**src/rtl/bp_pkg.sv**
```systemverilog
// Types shared by the branch predictor and its training-side resolve queue.
// Default PC width and the queued branch record live here.
package bp_pkg;

    localparam int BP_XLEN = 32;

    typedef struct packed {
        logic               pred;
        logic [BP_XLEN-1:0] alt_pc;
    } brq_entry_t;

endpackage

```
**src/rtl/brq_fifo.sv**
```systemverilog
// Circular buffer of branch records with push/pop, flush-clear and squash.
// Registered pointers/count; head is a combinational read of the oldest entry.
module brq_fifo
    import bp_pkg::*;
#(
    parameter  int DEPTH = 4,
    localparam int PTRW  = $clog2(DEPTH)
) (
    input  logic            clk,
    input  logic            rst_n,
    input  logic            i_en,
    input  logic            i_clear,
    input  logic            i_squash,
    input  logic            i_push,
    input  logic            i_pop,
    input  brq_entry_t      i_push_dat,
    output brq_entry_t      o_head_dat,
    output logic [PTRW:0]   o_count,
    output logic            o_full
);

    brq_entry_t        r_mem [DEPTH];
    logic [PTRW-1:0]   r_rd_ptr;
    logic [PTRW-1:0]   r_wr_ptr;
    logic [PTRW:0]     r_count;

    always_ff @(posedge clk or negedge rst_n) begin
        if (!rst_n) begin
            r_rd_ptr <= '0;
            r_wr_ptr <= '0;
            r_count  <= '0;
        end else if (i_en) begin
            if (i_clear) begin
                r_rd_ptr <= '0;
                r_wr_ptr <= '0;
                r_count  <= '0;
            end else if (i_squash) begin
                // Head is consumed by the mispredict; everything younger is wrong-path.
                r_rd_ptr <= r_rd_ptr + 1'b1;
                r_wr_ptr <= r_rd_ptr + 1'b1;
                r_count  <= '0;
            end else begin
                if (i_pop)  r_rd_ptr <= r_rd_ptr + 1'b1;
                if (i_push) r_wr_ptr <= r_wr_ptr + 1'b1;
                r_count <= r_count + (PTRW+1)'(i_push) - (PTRW+1)'(i_pop);
            end
        end
    end

    always_ff @(posedge clk) begin
        if (i_en && i_push && !i_clear && !i_squash) begin
            r_mem[r_wr_ptr] <= i_push_dat;
        end
    end

    assign o_head_dat = r_mem[r_rd_ptr];
    assign o_count    = r_count;
    assign o_full     = (r_count == (PTRW+1)'(DEPTH));

endmodule

```
**src/rtl/branch_resolve_queue.sv**
```systemverilog
// Queues fetched branch predictions, compares against execute outcomes, trains the predictor, redirects fetch.
// One-cycle registered outputs; push_ready drops when full. Optional counters under BRQ_STATS_EN.
module branch_resolve_queue
    import bp_pkg::*;
#(
    parameter  int DEPTH = 4,
    parameter  int XLEN  = BP_XLEN,
    localparam int PTRW  = $clog2(DEPTH)
) (
    input  logic             clk,
    input  logic             rst_n,
    input  logic             clk_en,
    input  logic             flush,
    input  logic             push_valid,
    output logic             push_ready,
    input  logic             push_pred,
    input  logic [XLEN-1:0]  push_alt_pc,
    input  logic             resolve_valid,
    input  logic             resolve_taken,
    output logic             feedback_enable,
    output logic             actual_result,
    output logic             mispredict,
    output logic [XLEN-1:0]  redirect_pc,
    output logic [PTRW:0]    occupancy,
    output logic             resolve_err
`ifdef BRQ_STATS_EN
    ,
    output logic [31:0]      stat_resolved,
    output logic [31:0]      stat_mispred
`endif
);

    brq_entry_t      w_head;
    brq_entry_t      w_push_entry;
    logic [PTRW:0]   w_count;
    logic            w_full;
    logic            w_empty;
    logic            w_resolve_hit;
    logic            w_mis;
    logic            w_pop;
    logic            w_push;

    logic            r_fb;
    logic            r_act;
    logic            r_mis;
    logic            r_err;
    logic [XLEN-1:0] r_redir;

    assign w_empty       = (w_count == '0);
    assign w_resolve_hit = resolve_valid && !w_empty && !flush;
    assign w_mis         = w_resolve_hit && (resolve_taken != w_head.pred);
    assign w_pop         = w_resolve_hit && !w_mis;
    // Readiness is taken from the pre-edge count, so a pop while full never makes room this cycle.
    assign w_push        = push_valid && !w_full && !flush && !w_mis;
    assign w_push_entry  = '{pred: push_pred, alt_pc: push_alt_pc};

    brq_fifo #(
        .DEPTH (DEPTH)
    ) u_fifo (
        .clk        (clk),
        .rst_n      (rst_n),
        .i_en       (clk_en),
        .i_clear    (flush),
        .i_squash   (w_mis),
        .i_push     (w_push),
        .i_pop      (w_pop),
        .i_push_dat (w_push_entry),
        .o_head_dat (w_head),
        .o_count    (w_count),
        .o_full     (w_full)
    );

    always_ff @(posedge clk or negedge rst_n) begin
        if (!rst_n) begin
            r_fb    <= 1'b0;
            r_act   <= 1'b0;
            r_mis   <= 1'b0;
            r_err   <= 1'b0;
            r_redir <= '0;
        end else if (clk_en) begin
            r_fb  <= w_resolve_hit;
            r_mis <= w_mis;
            r_err <= resolve_valid && w_empty && !flush;
            if (w_resolve_hit) r_act   <= resolve_taken;
            if (w_mis)         r_redir <= w_head.alt_pc;
        end
    end

    assign push_ready      = !w_full;
    assign occupancy       = w_count;
    assign feedback_enable = r_fb;
    assign actual_result   = r_act;
    assign mispredict      = r_mis;
    assign redirect_pc     = r_redir;
    assign resolve_err     = r_err;

`ifdef BRQ_STATS_EN
    logic [31:0] r_stat_resolved;
    logic [31:0] r_stat_mispred;

    // Counters advance on the same edge that raises their pulse; they saturate rather than wrap.
    always_ff @(posedge clk or negedge rst_n) begin
        if (!rst_n) begin
            r_stat_resolved <= '0;
            r_stat_mispred  <= '0;
        end else if (clk_en) begin
            if (w_resolve_hit && (r_stat_resolved != 32'hFFFF_FFFF))
                r_stat_resolved <= r_stat_resolved + 32'd1;
            if (w_mis && (r_stat_mispred != 32'hFFFF_FFFF))
                r_stat_mispred <= r_stat_mispred + 32'd1;
        end
    end

    assign stat_resolved = r_stat_resolved;
    assign stat_mispred  = r_stat_mispred;
`endif

endmodule
```
**config.mk**
```make
export PLATFORM = sky130hd
export DESIGN_NAME = branch_resolve_queue
export DESIGN_NICKNAME = d
export VERILOG_FILES = /design/src/rtl/bp_pkg.sv /design/src/rtl/brq_fifo.sv /design/src/rtl/branch_resolve_queue.sv
export SDC_FILE = /design/constraint.sdc
export NUM_CORES = 1
export LEC_CHECK = 0
export BUFFER_PORTS_ARGS = -buffer_cell sky130_fd_sc_hd__buf_2
export CORE_ASPECT_RATIO = 2
export CORE_MARGIN = 2
export CORE_UTILIZATION = 55
export CTS_BUF_LIST = sky130_fd_sc_hd__clkbuf_16
export CTS_CLUSTER_DIAMETER = 80
export DETAILED_ROUTE_END_ITERATION = 7
export PLACE_DENSITY = 0.87
export SLEW_MARGIN = 0
export SYNTH_ARGS = -nofsm -noshare
export SYNTH_HDL_FRONTEND = slang
export SYNTH_SLANG_ARGS = --single-unit
```
**constraint.sdc**
```tcl
create_clock -name clk -period 3.8 [get_ports clk]
set_clock_uncertainty 0.1 [all_clocks]
set_input_delay 0.38 -clock clk [delete_from_list [all_inputs] [get_ports clk]]
set_output_delay 0.38 -clock clk [all_outputs]
set_load 0.01 [all_outputs]
```
==> run metrics, run 1 <==
CTS root buffer=clkbuf_16; deepest clock path buffer count=2; FMAX=0.298 GHz; post-synthesis sequential area ratio=76.1%; H-tree Lvls=4; CTS buffer count=17; DP HPWL=7490 um; Starting Density=56.3%; CP Max Fanout=4; FF-to-FF End=u_fifo.o_count[2]; setup TNS=0 ns; CTS clk-pin slew, worst paths=0.07 ns; peak supply drop=509 uV; Area Overhead vs Synth=18.1%; Vias=3227; total core area=0.0118 mm2; die area=0.0130 mm2; Final Hold Fails=0; pin count of the biggest net entering global routing=44; Detailed Route WL=11600 um; largest cells by area after synthesis=edfxtp_1, dfrtp_1, mux4_2; Overall Global Routing Usage=19.9%; largest family of logic cells by synthesized area=multiplexers; port bufs=79; chip width=81.6 um; Post-Synth XOR/XNOR Area=0.510%; worst hold margin=0.0544 ns; Wirelength per Cell=20.5 um; standard-cell rows=56; fin crit period=3.36 ns; Leak Pwr=2.94 nW; synth cell count leaders=edfxtp_1, dfrtp_1, mux4_2; dpl cell area=0.00722 mm2; Yosys top cell area share=59.9%; CP endpoint kind=register; Top-Level Pins=80; Post-route DRC=0; EDFF count, synth=132; multiplexer share of the synthesized area=17.1%; Iter 0 DRT Violations=186; grt total ovfl=0; Critical Path Start Type=register; RSZ-0062 raised after global routing=false; GPL Wtd Cong=0.724; reg2reg start=u_fifo.r_rd_ptr[0]; via/cell ratio=5.69; yosys warns=0; Period Utilization, post-route=88.3%; setup violators final=0; simple-gate area share of the yosys netlist=2.17%; CP Class=register to register; #FFs+latches synth=175; adder-cell share of the synthesized area=1.44%; CTS tree=yes; post-synthesis cell type count=34; Sink Count=175; post-route ant nets=0; die height=159 um; max_cap viols=0; final instance area=0.00782 mm2; layout cell share with drive strength beyond 1=39.2%; Synth async-reset ratio=24.6%; drt first pass iters=4; top-count cell post-synth=edfxtp_1; hold_buf cts=0; fin nets=455; R2R Setup Slk=0.44 ns; wire length of the first global-routing pass=18400 um; Synth Area in Compound Gates=1.49%; Rel. slew slack=28.8%; Mapped Nets=360; Worst-Margin Slew=1.07 ns; clk_lat worst skew=0.42 ns; Yosys top cell by area=edfxtp_1; initial antenna violation count=1; Resized Gates After CTS=0; vias in the first global route=3561; Setup Buffers After CTS=0; Power Dens Cells=651 mW/mm2; Post-Syn Area=0.00662 mm2; CP Data Required Time=4.00 ns; final slew viol count=0; status=complete, no violations; most used flip-flop cell after synthesis=edfxtp_1; mean post-synth cell area=21.2 um2; Worst Reg-to-Reg Cells=13; Hold Crit Class=primary input to asynchronous set/reset pin; Syn Inst Count=313; Worst EP arrival=3.55 ns
## final cells by class
cell class | count | area (um2)
inverters | 7 | 26.3
well taps | 145 | 181
fillers | 799 | 3950
clock buffers | 17 | 425
repair buffers | 87 | 455
flip-flops and latches | 175 | 5040
multi-input cells | 120 | 1520
clock inverters | 15 | 173
diodes | 1 | 2.50
## flip-flops by register name, indices dropped and copies added (netlist names)
signal           cells
redirect_pc         32
mispredict           1
feedback_enable      1
u_fifo.o_count       3
resolve_err          1
u_fifo.r_wr_ptr      2
u_fifo.r_rd_ptr      2
u_fifo.r_mem       132
actual_result        1
## power by group
group          internal, mW  switching [mW]  total [mW]
Sequential             2.30           0.129        2.43
Combinational         0.473           0.481       0.954
Clock                 0.937           0.766        1.70
Total                  3.71            1.38        5.09
## worst max-delay path by stage
stage                        endpoint  cells past startpoint                from
floorplan           u_fifo.o_count[2]                     13  u_fifo.r_rd_ptr[0]
global placement    u_fifo.o_count[2]                     13  u_fifo.r_rd_ptr[0]
detailed placement  u_fifo.o_count[2]                     13  u_fifo.r_rd_ptr[0]
CTS                 u_fifo.o_count[2]                     13  u_fifo.r_rd_ptr[0]
global route        u_fifo.o_count[2]                     13  u_fifo.r_rd_ptr[0]
finish              u_fifo.o_count[2]                     13  u_fifo.r_rd_ptr[0]
## routing by layer
layer | GRT usage (%) | up-vias | wire (um)
li1 | - | 1437 | -
met1 | 22.0 | 1675 | 4150
met2 | 34.8 | 92 | 6610
met3 | 4.48 | 23 | 486
met4 | 10.4 | 0 | 370
met5 | 0 | - | 0
## layout by cell type, fill, tap and decap left out, drive strengths merged
master	instances
a22o	2
nor2	5
nand2b	2
a21oi	1
buf	87
nor2b	1
clkbuf	17
dfrtp	43
diode	1
o31ai	1
nand2	8
o21bai	1
ha	6
nor3	1
o2bb2ai	1
and2	6
nor4	1
a221o	1
o21ai	7
a21o	1
mux2i	2
bufinv	1
inv	14
clkinv	7
nand4b	1
fa	1
mux4	33
mux2	33
xnor2	3
or3b	1
edfxtp	132
nor3b	1
## logic make-up after synthesis
logic type / after synthesis
adder cells (fa/ha/maj): 7
flip-flops: 175
AND/OR/NAND/NOR: 27
multiplexers: 68
AO/OA/AOI/OAI: 15
buffers and inverters: 18
XOR/XNOR: 3
## critical path, cell delays in order, from the launching register on
cell and delay (ns):
dfrtp_2 0.38, mux4_2 0.53, xnor2_2 0.27, nor2_1 0.16
nor2_1 0.17, nand2_1 0.08, ha_1 0.27, inv_1 0.06
ha_1 0.14, inv_1 0.05, fa_1 0.38, xnor2_1 0.16
and2_1 0.17, a221o_1 0.33
## per-stage QoR
stage               utilization (%)  total power [mW]  worst slack, ns  std cells
global placement               61.4              3.39            0.651        534
floorplan                         -              3.06            0.740        313
CTS                            66.4              5.15            0.444        566
finish                         66.5              5.09            0.444        567
detailed placement             61.4              3.44            0.455        534
global route                   66.5              5.32            0.283        567
(Power assumes the default switching activity.)
==> run 2: changes to the inputs <==
- SYNTH_HIERARCHICAL: default -> 1
==> run 2 against run 1 <==
Effect of this change: clock-buffer cell count unchanged; register-to-register slack got worse by 0.09 ns; clock power decreased by 5%; sequential power about the same; non-clock buffer count increased by 2; via count increased by 2.4%; critical path type unchanged; critical endpoint is now u_fifo/r_mem[2][22].
==> run metrics, run 2 <==
status=complete, no violations; CP Data Required Time=3.82 ns (-0.18 ns); Worst EP arrival=3.47 ns (-0.08 ns); total core area=0.0121 mm2 (+2.4%); fin nets=455 (unchanged); switching pwr=1.37 mW (-0.28%); final slew viol count=0 (unchanged); Critical Path Start Type=register; Post-route DRC=0 (unchanged); Detailed Route WL=12400 um (+6.5%); Synth async-reset ratio=24.6% (unchanged); commonest non-fill, non-tap cell in the layout=edfxtp_1; clock share of power=30.9% (-2.6 points); clk_lat worst skew=0.42 ns (about the same); grt total ovfl=0 (unchanged); CP Class=register to register; largest cells by area after synthesis=edfxtp_1, dfrtp_1, mux4_2; via/cell ratio=5.82 (+2.2%); CTS root buffer=clkbuf_16; flip-flop count of the largest register after layout=132 (unchanged); Worst-Margin Slew=0.722 ns (-0.346 ns); H-tree Lvls=4 (unchanged); Rel. slew slack=51.9% (+23 points); CTS tree=yes; Comb pwr share=22.6% (+3.9 points); Power Dens Cells=663 mW/mm2 (+2.0%); sequential fraction of design power=46.4% (-1.4 points); EDFF count, synth=132 (unchanged); initial antenna violation count=0 (-1); Internal Power=3.86 mW (+3.9%); CTS clk-pin slew, worst paths=0.06 ns (about the same); pin count of the biggest net entering global routing=39 (-11%); DP HPWL=7770 um (+3.7%); FMAX=0.290 GHz (-2.7%); Yosys top cell by area=edfxtp_1; die height=160 um (+0.71%); CP endpoint kind=register; post-synthesis sequential area ratio=75.0% (-1.1 points); Vias=3304 (+2.4%); Setup Buffers After CTS=0 (unchanged); Hold Crit Class=primary input to register; deepest clock path buffer count=2 (unchanged); Post-Syn Area=0.00672 mm2 (+1.5%); fin crit period=3.45 ns (+0.0931 ns); post-route ant nets=0 (unchanged); max_cap viols=0 (unchanged); vias in the first global route=3469 (-2.6%); port bufs=79 (unchanged); #FFs+latches synth=175 (unchanged); Syn Inst Count=314 (+0.32%); count of inserted antenna diode cells=0 (-1); Final Total Pwr=5.23 mW (+2.8%); wire length of the first global-routing pass=19300 um (+4.8%); switching share of power=26.2% (-0.80 points); RSZ-0062 raised after global routing=false; post-synthesis cell type count=37 (+8.8%); setup violators final=0 (unchanged); Top-Level Pins=80 (unchanged); peak supply drop=561 uV (+10%); Overall Global Routing Usage=20.8% (+0.92 points); chip width=82.2 um (+0.70%); CTS buffer count=17 (unchanged); Leak Pwr=2.96 nW (+0.73%); Yosys top cell area share=59.0% (-0.87 points); Layout Utilization=65.4% (-1.0 points); Wirelength per Cell=21.8 um (+6.3%); layout cell share with drive strength beyond 1=44.9% (+5.7 points); top-count cell post-synth=edfxtp_1; standard-cell rows=57 (+1.8%); Iter 0 DRT Violations=251 (+35%); CP Max Fanout=20 (+16); yosys warns=6 (+6); Area Overhead vs Synth=17.3%; Sink Count=175 (unchanged); setup TNS=0 ns (unchanged); Biggest register=u_fifo/r_mem; most frequent cells in the layout=edfxtp_1, buf_2, dfrtp_1; mean post-synth cell area=21.4 um2 (+1.2%); most used flip-flop cell after synthesis=edfxtp_1; Final Hold Fails=0 (unchanged); synth cell count leaders=edfxtp_1, dfrtp_1, mux4_2; drt first pass iters=4 (unchanged); GPL Wtd Cong=0.710 (-1.9%); die area=0.0132 mm2 (+1.4%); Mapped Nets=361 (+0.28%); Period Utilization, post-route=90.8% (+2.5 points); Starting Density=55.8% (-0.50 points)
[run 2: what timing repair did]
item / in CTS / in global routing
resized for setup: 0 / 0
endpoints found under the hold margin: 14 / 0
hold buffers: 1 / 0
[run 2: layout make-up]
class | instances | area (um2)
Clock inverter | 15 | 133
Fill cell | 788 | 4170
Sequential cell | 175 | 5040
Timing Repair Buffer | 89 | 523
Tap cell | 147 | 184
Multi-Input combinational cell | 115 | 1540
Inverter | 10 | 37.5
Clock buffer | 17 | 425
[run 2: final timing paths]
check | from | end | slack [ns] | cells past startpoint
max | u_fifo/r_rd_ptr[0] | u_fifo/r_mem[2][22] | 0.35 | 7
min | push_alt_pc[18] | u_fifo/r_mem[1][18] | 0.08 | 1
max reg2reg | u_fifo/r_rd_ptr[0] | u_fifo/r_mem[2][22] | 0.35 | 7
min reg2reg | feedback_enable | feedback_enable | 0.38 | 1
max in group asynchronous | rst_n | u_fifo/r_rd_ptr[0] | 2.50 | 3
min in group asynchronous | rst_n | redirect_pc[12] | 0.34 | 2
[run 2: per-stage QoR]
step | hold slack, ns | cell area (um2) | setup WS [ns] | cells
after floorplan | -0.0156 | 6720 | 0.169 | 314
after detailed placement | 0.236 | 7320 | 0.411 | 535
after global routing | 0.0581 | 7890 | 0.0566 | 568
after CTS | 0.0635 | 7890 | 0.376 | 568
final | 0.0817 | 7890 | 0.351 | 568
after global placement | 0.229 | 7320 | 0.505 | 535
[run 2: power groups by stage]
stage	clock network [mW]	registers (mW)	logic, mW
final	1.62	2.43	1.18
after CTS	1.66	2.44	1.20
after global placement	0	2.45	1.17
after global routing	1.74	2.46	1.29
after floorplan	0	2.54	0.734
after detailed placement	0	2.47	1.19
[run 2: cell families (layout without fill, tap and decap cells)]
group           count (synthesis)  count (layout)  synth area share (%)
flops                         175             175                  75.0
xor+xnor                        3               3                 0.391
simple gates                   23              23                  2.55
mux                            69              69                  17.1
buf+inv                        24             131                  2.16
fa+ha+maj                       7               7                  1.41
compound gates                 13              13                  1.43
[run 2: worst max-delay path, stage by stage, from the launching register on]
cell and delay, ns:
dfrtp_2 0.37, mux4_2 0.50, xnor2_1 0.35, nor4b_1 0.14, nor4b_1 0.60, and4bb_2 0.40, and2_2 0.45, buf_12 0.23
[run 2: layer usage]
layer	track usage (%)	vias up	share of wire (%)
met1	24.7	1730	36
met2	37.0	113	59
met3	5.06	9	3.8
met4	5.83	0	0.89
met5	0	-	0
li1	-	1452	-
==> run 3: changes to the inputs <==
- REMOVE_ABC_BUFFERS: default -> 1
==> run 3 against run 2 <==
Effect of this change: via count fell by 1.8%; critical endpoint is now u_fifo/r_mem[2][3]; final area rose by 0.11%; non-clock buffer count fell by 2; highest routed layer unchanged; register-to-register slack got worse by 0.05 ns; combinational power barely moved; largest power group unchanged.
==> run metrics, run 3 (synthesized netlist as in run 2, its figures left out) <==
FF-to-FF End=u_fifo/r_mem[2][3]; RSZ-0062 raised after global routing=false; status=complete, no violations; R2R Setup Slk=0.31 ns (-0.05 ns); FILL cells=775 (-1.6%); Period Utilization, post-route=92.0% (+1.2 points); Detailed Route WL=12300 um (-0.32%); Final Total Pwr=5.31 mW (+1.4%); flip-flop count of the largest register after layout=132 (unchanged); Top-Level Pins=80 (unchanged); Wirelength per Cell=21.8 um (about the same); reg2reg start=u_fifo/r_rd_ptr[0]; multi-input logic area=0.00154 mm2 (unchanged); CP Data Required Time=3.81 ns (about the same); Resized Gates After CTS=0 (unchanged); most frequent cells in the layout=edfxtp_1, buf_2, dfrtp_1; register area=0.00504 mm2 (unchanged); grt total ovfl=0 (unchanged); CP Class=register to register; CTS clk-pin slew, worst paths=0.07 ns (about the same); H-tree Lvls=4 (unchanged); final slew viol count=0 (unchanged); clk_lat worst skew=0.42 ns (about the same); Worst EP arrival=3.51 ns (+0.04 ns); die height=160 um (unchanged); total core area=0.0121 mm2 (unchanged); Vias=3245 (-1.8%); hold_buf cts=0 (-1); FMAX=0.286 GHz (-1.3%); Final Hold Fails=0 (unchanged); Iter 0 DRT Violations=218 (-13%); Sink Count=175 (unchanged); Area Overhead vs Synth=17.5%; Worst Reg-to-Reg Cells=7 (unchanged); setup violators final=0 (unchanged); drt first pass iters=4 (unchanged); Overall Global Routing Usage=20.7% (-0.17 points); CP endpoint kind=register; initial antenna violation count=0 (unchanged); via/cell ratio=5.73 (-1.4%); Setup Buffers After CTS=0 (unchanged); wire length of the first global-routing pass=19300 um (about the same); CTS buffer count=17 (unchanged); CP Max Fanout=19 (-5.0%); standard-cell rows=57 (unchanged); pin count of the biggest net entering global routing=44 (+13%); DP HPWL=7770 um (about the same); CTS tree=yes; peak supply drop=448 uV (-20%); port bufs=79 (unchanged); layout cell share with drive strength beyond 1=46.1% (+1.2 points); count of inserted antenna diode cells=0 (unchanged); worst hold margin=0.0539 ns (-0.0278 ns); Starting Density=55.8% (unchanged); Critical Path Start Type=register; fin crit period=3.49 ns (+0.0454 ns); Post-route DRC=0 (unchanged); Leak Pwr=2.95 nW (-0.18%); Rel. slew slack=29.3% (-23 points); vias in the first global route=3617 (+4.3%); CTS root buffer=clkbuf_16; commonest non-fill, non-tap cell in the layout=edfxtp_1; fin nets=453 (-0.44%); post-route ant nets=0 (unchanged); Hold Crit Class=primary input to asynchronous set/reset pin; Power Dens Cells=672 mW/mm2 (+1.3%); max_cap viols=0 (unchanged); Biggest register=u_fifo/r_mem; GPL Wtd Cong=0.727 (+2.4%); chip width=82.2 um (unchanged); deepest clock path buffer count=2 (unchanged); die area=0.0132 mm2 (unchanged); Worst-Margin Slew=1.06 ns (+0.339 ns)
run 3: cell count changes in the layout (fill, tap and decap cells not counted):
| cell | change |
|---|---|
| clkinvlp_4 | -1 |
| clkinv_4 | +1 |
| inv_6 | +5 |
| inv_1 | -4 |
| dlygate4sd3_1 | -1 |
| buf_4 | -1 |
| clkinv_1 | -1 |
run 3: worst max-delay path by stage:
stage	from	endpoint	slack, ns	cells after the start
after floorplan	u_fifo/r_rd_ptr[0]	u_fifo/r_mem[0][0]	-1.12	6
after global placement	u_fifo/r_rd_ptr[0]	u_fifo/r_mem[0][10]	0.50	7
after detailed placement	u_fifo/r_rd_ptr[0]	u_fifo/r_mem[2][4]	0.34	7
after CTS	u_fifo/r_rd_ptr[0]	u_fifo/r_mem[2][3]	0.31	7
after global routing	u_fifo/r_rd_ptr[0]	u_fifo/r_mem[2][3]	0.07	7
final	u_fifo/r_rd_ptr[0]	u_fifo/r_mem[2][3]	0.31	7
run 3: metrics by stage:
step           TNS [ns]  util, %  cell area, um2  instances  worst slack (ns)
6_report              0     65.5            7890        566             0.305
3_5_place_dp          0     60.6            7310        534             0.343
2_1_floorplan   -154.69        -            6610        300             -1.12
5_1_grt               0     65.5            7890        566            0.0704
3_3_place_gp          0     60.6            7310        534             0.500
4_1_cts               0     65.5            7890        566             0.312
run 3: cell type report:
cell class	count	area share, %
clock buffer	17	5.39
sequential	175	63.9
clock inverter	15	2.01
multi-input combinational	115	19.5
tap	147	2.33
timing repair buffer	87	6.40
inverter	10	0.476
run 3: layer usage:
metal	up-vias	share of wire [%]	track usage (%)
met4	0	3.3	10.6
li1	1442	-	-
met3	23	4.1	5.06
met2	109	57	34.9
met1	1671	36	23.8
met5	-	0	0
run 3: critical path, cell delays in order, from the launching register on:
cell	delay (ns)
dfrtp_2	0.37
mux4_2	0.50
xnor2_1	0.36
nor4b_1	0.13
nor4b_1	0.63
and4bb_2	0.41
and2_2	0.45
buf_12	0.23
run 3: where the power goes:
| part | internal [mW] | switching [mW] | total (mW) |
|---|---|---|---|
| Clock | 0.976 | 0.712 | 1.69 |
| Combinational | 0.607 | 0.581 | 1.19 |
| Sequential | 2.30 | 0.128 | 2.43 |
| Total | 3.88 | 1.42 | 5.31 |
